$ cat src/rtl/serial_add_pkg.sv
// Shared types and helpers for the bit-serial adder controller.
package serial_add_pkg;

  typedef enum logic [1:0] {
    IDLE = 2'd0,
    RUN  = 2'd1,
    DONE = 2'd2
  } sa_state_t;

  // Bit counter width for a WIDTH-bit operation; never narrower than one bit.
  function automatic int cnt_width(input int width);
    return (width <= 2) ? 1 : $clog2(width);
  endfunction

endpackage

$ cat src/rtl/full_adder.sv
// One-bit full adder: the entire arithmetic datapath of the serial adder.
module full_adder (
  input  logic a,
  input  logic b,
  input  logic c,
  output logic sum,
  output logic carry
);

  assign sum   = a ^ b ^ c;
  assign carry = (a & b) | (a & c) | (b & c);

endmodule

$ cat src/rtl/serial_add_ctrl.sv
// Bit-serial adder controller: sequences one full_adder over WIDTH cycles, LSB first,
// with a start/busy/done handshake around each operation.
//
// state | meaning
// IDLE  | waiting for start; operands captured on the accepting edge
// RUN   | one operand bit pair added per cycle, cnt counts 0..WIDTH-1
// DONE  | single cycle, done=1, sum/cout hold the new result
module serial_add_ctrl
  import serial_add_pkg::*;
#(
  parameter int WIDTH = 8
) (
  input  logic             clk,
  input  logic             rst_n,
  input  logic             start,
  input  logic [WIDTH-1:0] op_a,
  input  logic [WIDTH-1:0] op_b,
  input  logic             cin,
  output logic             busy,
  output logic             done,
  output logic [WIDTH-1:0] sum,
  output logic             cout
);

  localparam int CW = cnt_width(WIDTH);
  localparam logic [CW-1:0] CNT_LAST = CW'(WIDTH - 1);

  sa_state_t        state, state_nxt;
  logic [WIDTH-1:0] a_sh, b_sh, res_sh;
  logic             carry;
  logic [CW-1:0]    cnt;

  logic             fa_sum, fa_carry;
  logic             load, step, finish;

  full_adder u_fa (
    .a     (a_sh[0]),
    .b     (b_sh[0]),
    .c     (carry),
    .sum   (fa_sum),
    .carry (fa_carry)
  );

  always_ff @(posedge clk or negedge rst_n) begin
    if (!rst_n) state <= IDLE;
    else        state <= state_nxt;
  end

  always_comb begin
    state_nxt = state;
    load      = 1'b0;
    step      = 1'b0;
    finish    = 1'b0;
    unique case (state)
      IDLE: begin
        if (start) begin
          load      = 1'b1;
          state_nxt = RUN;
        end
      end
      RUN: begin
        step = 1'b1;
        if (cnt == CNT_LAST) begin
          finish    = 1'b1;
          state_nxt = DONE;
        end
      end
      DONE:    state_nxt = IDLE;
      default: state_nxt = IDLE;
    endcase
  end

  always_ff @(posedge clk or negedge rst_n) begin
    if (!rst_n) begin
      a_sh   <= '0;
      b_sh   <= '0;
      res_sh <= '0;
      carry  <= 1'b0;
      cnt    <= '0;
    end else if (load) begin
      a_sh  <= op_a;
      b_sh  <= op_b;
      carry <= cin;
      cnt   <= '0;
    end else if (step) begin
      a_sh   <= a_sh >> 1;
      b_sh   <= b_sh >> 1;
      res_sh <= {fa_sum, res_sh[WIDTH-1:1]};
      carry  <= fa_carry;
      // Counter parks at its last value instead of wrapping past WIDTH-1.
      cnt    <= finish ? cnt : cnt + 1'b1;
    end
  end

  // Result registers only move on the completion edge.
  always_ff @(posedge clk or negedge rst_n) begin
    if (!rst_n) begin
      sum  <= '0;
      cout <= 1'b0;
    end else if (finish) begin
      sum  <= {fa_sum, res_sh[WIDTH-1:1]};
      cout <= fa_carry;
    end
  end

  assign busy = (state != IDLE);
  assign done = (state == DONE);

endmodule

$ cat config.mk
export PLATFORM = sky130hd
export DESIGN_NAME = serial_add_ctrl
export DESIGN_NICKNAME = d
export VERILOG_FILES = /design/src/rtl/serial_add_pkg.sv /design/src/rtl/full_adder.sv /design/src/rtl/serial_add_ctrl.sv
export SDC_FILE = /design/constraint.sdc
export NUM_CORES = 1
export LEC_CHECK = 0
export ABC_CLOCK_PERIOD_IN_PS = 4590
export CAP_MARGIN = 20
export CORE_UTILIZATION = 42
export CTS_CLUSTER_SIZE = 10
export DETAILED_ROUTE_END_ITERATION = 6
export DONT_BUFFER_PORTS = 1
export PLACE_DENSITY = 0.6
export RECOVER_POWER = 100
export SETUP_SLACK_MARGIN = 0.3
export SKIP_CTS_REPAIR_TIMING = 1
export SLEW_MARGIN = 20
export SYNTH_ARGS = -nofsm -noshare
export SYNTH_HDL_FRONTEND = slang
export SYNTH_HIERARCHICAL = 1
export SYNTH_SLANG_ARGS = --single-unit
$ cat constraint.sdc
create_clock -name clk -period 4.59 [get_ports clk]
set_clock_uncertainty 0.05 [all_clocks]
set_input_delay 0.918 -clock clk [delete_from_list [all_inputs] [get_ports clk]]
set_output_delay 0.918 -clock clk [all_outputs]
set_load 0.02 [all_outputs]
**After elaboration in Yosys (flattened, before gate mapping)**

Index checks and enable logic that the tools add are counted.

- Register bits: 39
- Input port bits: 20
- Output and inout bits: 11

- Multiplexer cells: 17
- Add/subtract/negate cells: 1
- Reduce and logical (&&, ||, !) cells: 6
- Equal/unequal tests: 6
- Bitwise operators: 8

Operators with widths:

| cell | count |
|---|---|
| $mux W8 | 4 |
| $mux W3 | 3 |
| $mux W1 | 7 |
| $ne A2 B2 Y1 const B | 3 |
| $reduce_and A2 Y1 | 3 |
| $mux W2 | 2 |
| $pmux W2 S2 | 1 |
| $reduce_bool A2 Y1 | 2 |
| $add A3 B1 Y3 const B | 1 |
| $and A1 B1 Y1 | 3 |
| $eq A3 B3 Y1 const B | 1 |
| $eq A2 B1 Y1 const B | 1 |
| $eq A2 B2 Y1 const B | 1 |
| $logic_not A2 Y1 | 1 |
| $or A1 B1 Y1 | 2 |
| $xor A1 B1 Y1 | 2 |
| $not A1 Y1 | 1 |

**Longest topological paths before layout**

- Depth in word-level cells: 6
- Mapped depth: 6
- Depth with buffers taken out: 5

**By module**

Netlist, hierarchy kept.

Modules (own cells, without submodules):

| module | area each (um^2) | cells each | times used | seq. area each (um^2) |
|---|---|---|---|---|
| serial_add_ctrl | 1630.3 | 151 | 1 | 950.9 |
| full_adder | 20.0 | 1 | 1 | 0.0 |

**Worst setup path before layout**

Ideal clock, no wire load.

- Kind: register to output
- Start point: reg state[1]
- End point: out done
- Data required time: 3622 ps
- Path slack: 2699 ps
- Stages on the path, launching flop included: 4
- Arrival: 923 ps
- Cells stage by stage: dfrtp_1 -> inv_1 -> buf_2 -> nor2_1

- Word-level cells in the longest chain between the ends: 1

RTL lines:

| item | RTL line | RTL |
|---|---|---|
| start, declared | serial_add_ctrl.sv:28 | `sa_state_t state, state_nxt;` |
| start signal, assigned | serial_add_ctrl.sv:46 | `else state <= state_nxt;` |
| $eq A2 B2 Y1 | serial_add_ctrl.sv:107 | `assign done = (state == DONE);` |
| end, declared | serial_add_ctrl.sv:20 | `output logic done,` |

Every way passes these cells.

**Worst setup path in the final report**

Ends and elaborated chain as after synthesis.

==> flow_summary.ini <==
[setup_path]
r2r_end = sum[3]
critPathCaptureType = output port
cp-start-kind = register
crit_fanout = 15
rrSetupSlack_ns = 2.57
path_class = reg -> out
required_ns = 3.62
reg2reg_depth = 3
critPathArrivalTime_ns = 1.54
reg2reg_from = state[0]
crit_path_end = done
worstSetupStartpoint = state[1]

[logic_synthesis]
synth_cells = 152
ys_ff_latch = 38
synth_top_family_by_area = compound AO/OA/AOI/OAI gates
yosysTopAreaCell = dfrtp_1
syn_area_um2 = 1650
synth_compound_area_frac = 0.1895
ys.warnings.count = 6
synth_top_area_frac = 0.5762
synth-async-reset-ratio = 1.000
synthAdderAreaFrac = 0.02729
synth-xor-area-share = 0
synth_edf_count = 0
synth_simple_gate_area_frac = 0.1069
synth_area_leaders = dfrtp_1, o22ai_1, mux2_2, nand2_1, a21oi_1
ys_seq_area_frac = 0.5762
syn_avg_cell_area_um2 = 10.86
yosys_most_used_dff = dfrtp_1
yosysUniqueCellTypes = 23
syn_nets = 175
yosys-mux-area-fraction = 0.06141

[layout]
nFillCells = 346
num_antenna_cells = 0
instances_no_fill = 198
drive_gt1_frac = 0.1133
area_delta_synth_final_pct = 6.899
multi_input_area_um2 = 633.1
nets = 172
regArea_um2 = 950.9
fin_area_um2 = 1764
utilization = 0.4747

[drt]
first_pass_iters = 4
vias = 1128
m1WireLength_mm = 1.415
drtAntennaViolNets = 0
met3WireLength_um = 140
drt_wl_total_mm = 3.136
viasPerCell = 5.697
drc = 0
wl_met2_mm = 1.529
wl_per_cell_um = 15.84
drt_iter0_markers = 60
highest-signal-layer = met4

[clocking]
cts_tree = yes
clock-sinks = 38
cts_buffer_depth = 2
numCtsBuffers = 5
ctsHtreeMaxLevel = 2
clock-root-buffer = clkbuf_8
worstSkewPairLatency_ns = 0.29
clkTransAtPathRegs_ns = 0.07

[power]
power_density_nw_per_um2 = 723.7
ir_worst_vdd_mv = 0.2816
p_leak_nw = 0.7725
power_mw = 1.277

[global_route]
grt_usage = 0.1721
grt_pass1_vias = 1164
antenna_found_initial = 0
grt_pass1_wl_mm = 5.326
grt_max_degree = 39
gr-total-overflow = 0

[worst_hold_path]
worst_hold_path_type = in -> async

[floorplanning]
die-area_um2 = 4184
fp.dieH_um = 64.69
initial_core_util = 0.4441
rows = 22
core-area_um2 = 3716
io_pins = 31
fp.dieW_um = 64.69

[timing]
drv_slew = 0
setup_viol = 0
finalHoldViolCount = 0
slew_headroom = 0.5604
grt_setup_unrepaired = false
worst_slew_pin_slew_ns = 0.6594
period_share = 0.5454
holdWs_ns = 0.2619
layout_setup_ws_ns = 2.087
tns_ns = 0
fin_crit_ns = 2.503
fmax_mhz = 399.5

[flow_run]
drv_cap = 0

[placed_design]
gp_congestion = 0.7685
place_area_um2 = 1658
dp_hpwl_mm = 2.096
port_buffers = 0
dp_cells = 190
post-place-ws_ns = 2.406

[status]
outcome = finished clean
## worst max-delay path: stages, from the launching register on
cell and delay (ns):
dfrtp_1 0.55, inv_1 0.30, nor2_1 0.39
## sequential cells by signal, summed over array words and instances (netlist names)
name and count:
cnt 3, cout 1, b_sh 8, sum 8, state 2, a_sh 8
res_sh 7, carry 1
## cells in the final DEF (no fill, tap or decap), drive strengths merged, types with 2 or more instances in the layout
master / netlist / final
dfrtp: 38 / 38
nand2: 24 / 24
o22ai: 23 / 23
a21oi: 12 / 12
mux2: 9 / 9
o21ai: 9 / 9
a2bb2oi: 5 / 5
clkbuf: 3 / 5
nand2b: 4 / 4
inv: 3 / 3
nor2: 3 / 3
nor2b: 2 / 2
nor3b: 2 / 2
ha: 2 / 2
clkinv: 0 / 2
## cells by family after synthesis
| kind of cell | count (synthesis) |
|---|---|
| compound gates | 51 |
| simple gates | 38 |
| flops | 38 |
| buf+inv | 13 |
| mux | 9 |
| fa+ha+maj | 3 |
## where the power goes
group          switching, mW  internal [mW]  leakage [nW]  total (mW)
clock network          0.116          0.160        0.0579       0.276
registers              0.149          0.483         0.456       0.632
logic                  0.193          0.176         0.258       0.369
## worst min path at each step
stage	start	to	slack [ns]
2_1_floorplan	res_sh[1]	res_sh[1]	0.39
4_1_cts	rst_n	sum[0]	0.25
5_1_grt	rst_n	sum[2]	0.24
3_3_place_gp	res_sh[1]	res_sh[1]	0.41
6_report	rst_n	res_sh[1]	0.26
3_5_place_dp	res_sh[5]	res_sh[4]	0.43
## cell type report
type,count,area share
flip-flops and latches,38,0.5390
clock buffers,5,0.03901
clock inverters,3,0.02270
multi-input cells,101,0.3589
inverters,3,0.006383
well taps,48,0.03404
## layer usage
layer  global-route usage  vias to the layer above
met5                    0                        -
met4              0.09167                        0
met3              0.04930                        7
met2               0.2697                       21
met1               0.2144                      559
li1                     -                      541
## synth_stat cells, types with 2 or more instances
| master | count |
|---|---|
| dfrtp_1 | 38 |
| nand2_1 | 23 |
| o22ai_1 | 23 |
| a21oi_1 | 12 |
| mux2_2 | 9 |
| o21ai_0 | 9 |
| buf_2 | 6 |
| a2bb2oi_1 | 5 |
| nand2b_1 | 4 |
| clkbuf_1 | 3 |
| inv_1 | 3 |
| nor2_1 | 3 |
| ha_1 | 2 |
| nor2b_1 | 2 |
| nor3b_1 | 2 |
Note: power is estimated with default switching activity, not from simulation.
